`src/rtl/imem_loader_pkg.sv`:
```
// Shared definitions for the byte-stream instruction-memory boot loader.
// State encoding, frame header default and datapath widths.
package imem_loader_pkg;

    localparam int unsigned BYTE_W = 8;
    localparam int unsigned WORD_W = 16;

    localparam logic [BYTE_W-1:0] HEADER_DEFAULT = 8'hA5;

    typedef enum logic [2:0] {
        S_IDLE,
        S_LEN,
        S_HI,
        S_LO,
        S_WRITE,
        S_CSUM,
        S_RUN,
        S_ERROR
    } state_t;

endpackage

```
`src/rtl/imem_load_dp.sv`:
```
// Loader datapath: word count, address counter, big-endian word assembler
// and modulo-256 checksum accumulator, driven by strobes from the FSM.
module imem_load_dp
    import imem_loader_pkg::*;
#(
    parameter int unsigned ADDR_W = 16
) (
    input  logic              clk,
    input  logic              clear,
    input  logic [BYTE_W-1:0] rx_data,
    input  logic              load_len,
    input  logic              take_hi,
    input  logic              take_lo,
    input  logic              advance,
    output logic [ADDR_W-1:0] addr,
    output logic [WORD_W-1:0] wdata,
    output logic [BYTE_W-1:0] sum,
    output logic              last
);

    logic [BYTE_W-1:0] len;
    logic [BYTE_W-1:0] hi;
    logic [ADDR_W-1:0] addr_next;

    assign addr_next = addr + 1'b1;
    // The word just written is the final one when the next address reaches LEN.
    assign last      = (addr_next == ADDR_W'(len));

    always_ff @(posedge clk) begin
        if (clear) begin
            len   <= '0;
            hi    <= '0;
            sum   <= '0;
            addr  <= '0;
            wdata <= '0;
        end else begin
            if (load_len) begin
                len  <= rx_data;
                sum  <= rx_data;
                addr <= '0;
            end
            if (take_hi) begin
                hi  <= rx_data;
                sum <= sum + rx_data;
            end
            if (take_lo) begin
                wdata <= {hi, rx_data};
                sum   <= sum + rx_data;
            end
            if (advance) begin
                addr <= addr_next;
            end
        end
    end

endmodule

```
`src/rtl/imem_loader.sv`:
```
// Framed boot loader: HEADER, LEN, 2*LEN data bytes, CSUM. Writes words to
// instruction memory from address 0 and holds the CPU until a frame verifies.
module imem_loader
    import imem_loader_pkg::*;
#(
    parameter logic [7:0]  HEADER = HEADER_DEFAULT,
    parameter int unsigned ADDR_W = 16
) (
    input  logic              clk,
    input  logic              clear,
    input  logic [7:0]        rx_data,
    input  logic              rx_valid,
    output logic              rx_ready,
    output logic [ADDR_W-1:0] im_addr,
    output logic [15:0]       im_wdata,
    output logic              im_we,
    output logic              cpu_nClear,
    output logic              done,
    output logic              error
);

    state_t      state;
    state_t      state_next;
    logic        xfer;
    logic        load_len;
    logic        take_hi;
    logic        take_lo;
    logic        advance;
    logic        last;
    logic [7:0]  sum;

    assign rx_ready = !clear && (state != S_WRITE);
    assign xfer     = rx_valid && rx_ready;

    imem_load_dp #(
        .ADDR_W(ADDR_W)
    ) u_dp (
        .clk      (clk),
        .clear    (clear),
        .rx_data  (rx_data),
        .load_len (load_len),
        .take_hi  (take_hi),
        .take_lo  (take_lo),
        .advance  (advance),
        .addr     (im_addr),
        .wdata    (im_wdata),
        .sum      (sum),
        .last     (last)
    );

    always_comb begin
        state_next = state;
        load_len   = 1'b0;
        take_hi    = 1'b0;
        take_lo    = 1'b0;
        advance    = 1'b0;
        unique case (state)
            S_IDLE, S_RUN, S_ERROR: begin
                if (xfer && rx_data == HEADER) state_next = S_LEN;
            end
            S_LEN: begin
                if (xfer) begin
                    load_len   = 1'b1;
                    state_next = (rx_data == 8'd0) ? S_ERROR : S_HI;
                end
            end
            S_HI: begin
                if (xfer) begin
                    take_hi    = 1'b1;
                    state_next = S_LO;
                end
            end
            S_LO: begin
                if (xfer) begin
                    take_lo    = 1'b1;
                    state_next = S_WRITE;
                end
            end
            S_WRITE: begin
                advance    = 1'b1;
                state_next = last ? S_CSUM : S_HI;
            end
            S_CSUM: begin
                if (xfer) state_next = (rx_data == sum) ? S_RUN : S_ERROR;
            end
            default: state_next = S_IDLE;
        endcase
    end

    // Status flags are registered from the next state so they track the state exactly.
    always_ff @(posedge clk) begin
        if (clear) begin
            state      <= S_IDLE;
            im_we      <= 1'b0;
            cpu_nClear <= 1'b0;
            done       <= 1'b0;
            error      <= 1'b0;
        end else begin
            state      <= state_next;
            im_we      <= (state_next == S_WRITE);
            cpu_nClear <= (state_next == S_RUN);
            done       <= (state_next == S_RUN);
            error      <= (state_next == S_ERROR);
        end
    end

endmodule
```
`config.mk`:
```
export PLATFORM = sky130hd
export DESIGN_NAME = imem_loader
export DESIGN_NICKNAME = d
export VERILOG_FILES = /design/src/rtl/imem_loader_pkg.sv /design/src/rtl/imem_load_dp.sv /design/src/rtl/imem_loader.sv
export SDC_FILE = /design/constraint.sdc
export NUM_CORES = 1
export LEC_CHECK = 0
export CORE_ASPECT_RATIO = 0.9
export CORE_UTILIZATION = 50
export DETAILED_ROUTE_END_ITERATION = 8
export HOLD_SLACK_MARGIN = 0.1
export PLACE_DENSITY = 0.72
export SETUP_SLACK_MARGIN = 0.2
export SYNTH_ARGS = -nofsm -noshare
export SYNTH_HDL_FRONTEND = slang
export SYNTH_SLANG_ARGS = --single-unit
```
`constraint.sdc`:
```
create_clock -name clk -period 2.9 [get_ports clk]
set_input_delay 0.58 -clock clk [delete_from_list [all_inputs] [get_ports clk]]
set_output_delay 0.58 -clock clk [all_outputs]
set_load 0.01 [all_outputs]
```
==> results by group, run 1 <==
Die
  • Die H: 79.1 um
  • Core Area: 6250 um^2
  • # IOs: 48
  • Die width: 87.7 um
  • Row Count: 27
  • Die area: 6930 um^2
  • Starting Density: 52.8%

Yosys
  • Synth Instances: 426
  • Unique masters post-synth: 55
  • Compound-gate portion of the synthesized area: 23.1%
  • Post-Syn Nets: 446
  • Yosys warnings: 0
  • Largest family of logic cells by synthesized area: simple AND/OR/NAND/NOR gates
  • Count leader, synth: nand2_1
  • Synth Area in Simple Gates: 26.2%
  • Seq/Total Area, Yosys: 37.6%
  • Area contributors post-synth: dfxtp_1 38%, a21oi_1 8.9%, nand2_1 8.6%
  • Xor/xnor share of the synthesized area: 3.45%
  • FF+latch count, synth: 62
  • Ys flop type: dfxtp_1
  • Synth async-reset ratio: 0%
  • Adder-cell share of the synthesized area: 3.64%
  • Top post-synthesis cells by count: 76 x nand2_1, 62 x dfxtp_1, 59 x a21oi_1
  • Mean Syn Cell Area: 7.75 um^2
  • Post-synthesis cell area: 3300 um^2
  • Top-area cell type share of the netlist area: 37.6%
  • Synth area leader: dfxtp_1
  • Post-synth EDFFs: 0
  • Mux cell area share after synthesis: 0.303%

Place
  • GPL Wtd Cong: 0.868
  • Place WS: 0.0425 ns
  • DP HPWL: 6050 um
  • IO buf count: 47

Critical path
  • WP data arrival: 2.05 ns
  • Nature of the critical path startpoint: register
  • Critical path capture point type: primary output
  • R2R Setup Slk: 0.46 ns
  • Worst EP required: 2.32 ns
  • Max Fanout on Critical Path: 18
  • Crit path kind: reg -> out

Final layout
  • Nets: 493
  • Layout area overhead: 23.4%
  • Number of diodes: 0
  • Layout cell share with drive strength beyond 1: 9.62%

Clock tree
  • CTS clk-pin slew, worst paths: 0.07 ns
  • Root Buffer: clkbuf_8
  • Clock Latency Late Sink: 0.34 ns
  • # hold bufs at CTS: 0
  • Htree depth: 3
  • TritonCTS Buffers: 9
  • CTS Buffer Depth: 2
  • Post-cts resize count: 0
  • CTS tree: done
  • Clk sink count: 62
  • Number of setup buffers added after CTS: 0

Timing
  • Final worst slack: 0.271 ns
  • Clk_skew: 0.00746 ns
  • Slew HR: 55.9%
  • Post-layout minimum cycle time: 2.63 ns
  • Worst-Margin Slew: 0.660 ns
  • Final slew viol count: 0
  • Crit share post-route: 90.7%
  • Final hold vios: 0
  • Finish-stage setup viols: 0
  • Unrepaired setup endpoints after global routing: false
  • Post-Route Setup TNS: 0 ns
  • Max Freq: 0.380 GHz

Hold path
  • Hold Crit Class: reg -> reg

Global route
  • First-pass GRT wire length: 14200 um
  • Remaining global-route overflow: 0
  • Maximum number of pins on one net before global-route repair: 40
  • Initial antenna violation count: 0
  • GRT Total Usage: 26.6%
  • Vias in the first global route: 2954

Drt
  • Vias: 3329
  • Initial detailed-routing violation count: 288
  • Vias per cell: 5.89
  • DR pass1 iterations: 4
  • Drt wl/cell: 15.4 um
  • Final ANT Viol Nets: 0
  • Total Wirelength: 8710 um
  • DR DRC count: 0

Power
  • Pwr/cell area: 419 nW/um^2
  • LEAKAGE: 1.38 nW
  • Max rail drop VDD: 273 uV

Job
  • Max cap viols: 0

Status
  • Status: complete, no violations
==> power breakdown <==
group	internal [mW]	leakage [nW]	switching [mW]	total, mW
sequential	0.851	0.499	0.000199	0.851
clock	0.443	0.0996	0.335	0.779
combinational	0.0330	0.778	0.0450	0.0779
==> critical path, cell delays in order (launching register included) <==
cell,delay [ns]
dfxtp_1,0.75
nor3b_2,0.12
nor2_1,0.25
clkdlybuf4s50_1,0.59
==> per-layer routing <==
| layer | vias up | track usage, % | share of wire (%) |
|---|---|---|---|
| met5 | - | 0 | 0 |
| met4 | 0 | 11.1 | 1.9 |
| met3 | 12 | 6.96 | 7.2 |
| met2 | 155 | 40.5 | 44 |
| met1 | 1533 | 35.3 | 46 |
| li1 | 1629 | - | - |
==> per-stage QoR <==
stage                     power, mW  std cells  hold WS, ns  cell area [um^2]  utilization [%]
after CTS                      1.72        565        0.456              4070             65.1
after global routing           1.77        565        0.471              4080             65.2
after floorplan               0.906        426        0.428              3300                -
final                          1.71        565        0.451              4080             65.2
after detailed placement      0.947        549        0.447              3870             61.9
after global placement        0.947        549        0.440              3870             61.9
==> worst paths after layout <==
kind                                    from              to  depth (start not counted)
worst max-delay path                state[0]        rx_ready                          3
worst min-delay path              u_dp.hi[6]  u_dp.wdata[14]                          2
worst max register to register  u_dp.addr[0]        state[0]                          7
worst min register to register    u_dp.hi[6]  u_dp.wdata[14]                          2
==> sequential cells by signal, indices dropped and copies added (netlist names) <==
name        count
state           3
u_dp.len        8
u_dp.sum        8
error           1
u_dp.wdata     16
done            1
u_dp.hi         8
im_we           1
u_dp.addr      16
==> cells by family (layout without fill, tap and decap cells) <==
| group | Yosys count | in the layout |
|---|---|---|
| fa+ha+maj | 9 | 9 |
| compound gates | 127 | 127 |
| flops | 62 | 62 |
| xor+xnor | 13 | 13 |
| mux | 1 | 1 |
| simple gates | 175 | 175 |
| buf+inv | 39 | 91 |
==> cells in the final DEF, fill, tap and decap left out, types with 3 or more instances in the layout <==
cell / n
a211oi_1: 3
a21o_1: 3
a21oi_1: 59
a311oi_1: 7
a31oi_1: 7
and4_1: 3
buf_4: 19
clkbuf_8: 11
clkdlybuf4s50_1: 46
dfxtp_1: 62
ha_1: 8
inv_1: 8
nand2_1: 76
nand3_1: 14
nand4_1: 6
nand4b_1: 3
nor2_1: 25
nor3_1: 10
nor3b_1: 3
nor4_1: 4
o21ai_0: 27
or2_2: 3
or3_1: 8
or4_1: 3
or4_4: 3
xnor2_1: 6
xor2_1: 7
==> layout make-up <==
class | count | area [um^2]
multi-input combinational | 325 | 1880
fill | 562 | 2170
timing repair buffer | 66 | 608
clock buffer | 13 | 159
tap | 87 | 109
clock inverter | 3 | 42.5
sequential | 62 | 1240
inverter | 9 | 33.8
Note: power is estimated with default switching activity, not from simulation.
==> run 2: changes to the inputs <==
--- a/config.mk
+++ b/config.mk
@@ -6,11 +6,14 @@
 export NUM_CORES = 1
 export LEC_CHECK = 0
 export CORE_ASPECT_RATIO = 0.9
+export CORE_MARGIN = 3
 export CORE_UTILIZATION = 50
 export DETAILED_ROUTE_END_ITERATION = 8
 export HOLD_SLACK_MARGIN = 0.1
 export PLACE_DENSITY = 0.72
 export SETUP_SLACK_MARGIN = 0.2
+export SKIP_CTS_REPAIR_TIMING = 1
 export SYNTH_ARGS = -nofsm -noshare
 export SYNTH_HDL_FRONTEND = slang
+export SYNTH_HIERARCHICAL = 1
 export SYNTH_SLANG_ARGS = --single-unit
==> results by group, run 2 <==
Status
  • Status: complete, no violations

Yosys
  • Area contributors post-synth: dfxtp_1 36%, mux2i_1 9.5%, nor2_1 5.8%
  • Mean Syn Cell Area: 8.68 um^2 (+12%)
  • Synth area leader: dfxtp_1
  • FF+latch count, synth: 62 (unchanged)
  • Seq/Total Area, Yosys: 35.7% (-1.9 points)
  • Post-Syn Nets: 421 (-5.6%)
  • Synth Instances: 401 (-5.9%)
  • Synth async-reset ratio: 0% (unchanged)
  • Count leader, synth: dfxtp_1
  • Ys flop type: dfxtp_1
  • Post-synth EDFFs: 0 (unchanged)
  • Top-area cell type share of the netlist area: 35.7% (-1.9 points)
  • Top post-synthesis cells by count: 62 x dfxtp_1, 54 x nor2_1, 33 x mux2i_1
  • Unique masters post-synth: 66 (+20%)
  • Yosys warnings: 6 (+6)
  • Post-synthesis cell area: 3480 um^2 (+5.4%)

Final layout
  • Commonest cells after routing, fill and taps aside: 57 x dfxtp_1, 51 x nor2_1, 46 x clkdlybuf4s50_1
  • Design Area, Final: 4480 um^2 (+10%)
  • Nets: 480 (-2.6%)
  • Number of diodes: 0 (unchanged)
  • Layout cell share with drive strength beyond 1: 16.6% (+6.9 points)
  • Layout area overhead: 28.8%
  • Commonest non-fill, non-tap cell in the layout: dfxtp_1
  • Finished Layout Cells: 555 (-1.8%)
  • Largest regs: u_dp/addr x16, u_dp/wdata x16

Place
  • Place WS: 0.0157 ns (-0.0268 ns)
  • GPL Wtd Cong: 0.848 (-2.2%)
  • DP HPWL: 5860 um (-3.1%)
  • Placed inst area: 4120 um^2 (+6.4%)
  • Placed insts: 533 (-2.9%)
  • IO buf count: 47 (unchanged)

Clock tree
  • TritonCTS Buffers: 9 (unchanged)
  • Root Buffer: clkbuf_8
  • Clock Latency Late Sink: 0.34 ns (about the same)
  • Htree depth: 3 (unchanged)
  • CTS Buffer Depth: 2 (unchanged)
  • CTS clk-pin slew, worst paths: 0.07 ns (about the same)
  • CTS tree: done
  • Clk sink count: 62 (unchanged)

Timing
  • Final slew viol count: 0 (unchanged)
  • Max Freq: 0.362 GHz (-4.9%)
  • Final hold vios: 0 (unchanged)
  • Clk_skew: 0.0107 ns (+0.00328 ns)
  • Crit share post-route: 95.3% (+4.6 points)
  • Worst-Margin Slew: 0.641 ns (-0.0191 ns)
  • WHS: 0.491 ns (+0.0395 ns)
  • Finish-stage setup viols: 0 (unchanged)
  • Final worst slack: 0.136 ns (-0.135 ns)
  • Slew HR: 57.1% (+1.2 points)
  • Unrepaired setup endpoints after global routing: true
  • Post-layout minimum cycle time: 2.76 ns (+0.135 ns)

Power
  • Combinational share of power: 4.3% (-0.3 points)
  • Max rail drop VDD: 462 uV (+69%)
  • Pwr/cell area: 419 nW/um^2 (about the same)
  • Sw power: 401 uW (+5.3%)
  • Internal Power: 1.48 mW (+11%)
  • Flop pwr share: 45.1% (-4.7 points)
  • Clock Power Share: 50.6% (+5.0 points)
  • Net Sw Frac: 21.3% (-0.96 points)
  • LEAKAGE: 1.51 nW (+9.7%)

Drt
  • Vias: 3117 (-6.4%)
  • Total Wirelength: 8660 um (-0.52%)
  • Final ANT Viol Nets: 0 (unchanged)
  • DR DRC count: 0 (unchanged)
  • Drt wl/cell: 15.6 um (+1.3%)
  • Vias per cell: 5.62 (-4.7%)
  • DR pass1 iterations: 4 (unchanged)
  • Initial detailed-routing violation count: 140 (-51%)

Critical path
  • Critical path capture point type: register
  • WP data arrival: 2.99 ns (+0.94 ns)
  • Worst path bufs/invs: 1 (unchanged)
  • Crit path kind: reg -> reg
  • Crit path max-delay cell type: or4_4
  • CP cell instances: ha_4 > nand3_4 > nor2_4 > xnor2_1 > nand4_1 > or4_4 > nor4_4 > inv_1 > a21oi_2 > o22ai_2 > a31o_1 > o21ba_1
  • Max Fanout on Critical Path: 6 (-12)
  • Critical Path Max Stage Delay: 0.52 ns (-0.23 ns)
  • Worst EP required: 3.13 ns (+0.81 ns)
  • Nature of the critical path startpoint: register
  • Cell family with most CP delay: simple AND/OR/NAND/NOR gates

Global route
  • Maximum number of pins on one net before global-route repair: 51 (+28%)
  • GR Util met3: 7.00% (+0.039 points)
  • Remaining global-route overflow: 0 (unchanged)
  • Vias in the first global route: 2954 (unchanged)
  • Grt met1 use: 29.5% (-5.8 points)
  • Met2 Use GR: 35.7% (-4.8 points)
  • GR peak layer: met2
  • Initial antenna violation count: 0 (unchanged)
  • GRT Total Usage: 22.3% (-4.2 points)
  • First-pass GRT wire length: 14200 um (+0.20%)

Die
  • Die H: 85.2 um (+7.7%)
  • Die area: 8000 um^2 (+15%)
  • Starting Density: 52.3% (-0.54 points)
  • Die width: 94.0 um (+7.2%)
  • # IOs: 48 (unchanged)
  • Row Count: 28 (+3.7%)
  • Core Area: 6660 um^2 (+6.5%)

Hold path
  • Hold Crit Class: reg -> reg

Job
  • Max cap viols: 0 (unchanged)
[run 2: changes by cell type after synthesis, sizes merged, moves of 4 or more]
cell	previous run	this run
nor2b	2	8
or3	8	3
nand2	76	20
nand2b	2	16
a31oi	7	3
xnor2	6	16
nand3	14	8
o21ai	27	15
clkbuf	24	15
a21oi	59	29
nor2	25	56
nand3b	2	6
mux2i	1	33
[run 2: final cells by class]
type	count	area [um^2]
clock inverter	5	106
inverter	9	33.8
tap	90	113
multi-input combinational	306	2180
fill	553	2170
sequential	62	1250
clock buffer	11	141
timing repair buffer	72	653
[run 2: final timing paths]
check / startpoint / end / slack (ns) / cells after the start
max: u_dp/addr[1] / done / 0.14 / 12
min: u_dp/len[4] / u_dp/len[4] / 0.49 / 2
max reg2reg: u_dp/addr[1] / done / 0.14 / 12
min reg2reg: u_dp/len[4] / u_dp/len[4] / 0.49 / 2
[run 2: cell families after synthesis]
logic type      after synthesis  synth area share [%]
compound gates               76                  13.6
xor+xnor                     21                  5.28
fa+ha+maj                     9                  3.45
buf+inv                      33                  4.24
flops                        62                  35.7
mux                          34                  9.81
simple gates                166                  27.9
[run 2: through the flow]
step / TNS, ns / utilization (%) / power, mW
2_1_floorplan: 0 / - / 0.903
3_3_place_gp: 0 / 61.8 / 0.950
3_5_place_dp: 0 / 61.8 / 0.950
4_1_cts: -0.00464 / 65.6 / 1.90
5_1_grt: -0.0161 / 67.4 / 1.94
6_report: 0 / 67.4 / 1.88
[run 2: power by group through the flow]
stage	sequential, mW	clock [mW]	combinational (mW)
floorplan	0.870	0	0.0332
global placement	0.870	0	0.0804
detailed placement	0.870	0	0.0800
CTS	0.850	0.968	0.0805
global route	0.848	1.01	0.0872
finish	0.848	0.950	0.0808
[run 2: worst reg2reg max path, cell delays in order (launching register included)]
cell     delay (ns)
dfxtp_4        0.37
ha_4           0.18
nand3_4        0.13
nor2_4         0.16
xnor2_1        0.16
nand4_1        0.15
or4_4          0.52
nor4_4         0.27
inv_1          0.09
a21oi_2        0.14
o22ai_2        0.10
a31o_1         0.22
o21ba_1        0.18
[run 2: routing by layer]
layer  vias up  routed length, um
met4         0                 88
met2        74               4140
li1       1551                  -
met5         -                  0
met1      1480               3960
met3        12                479
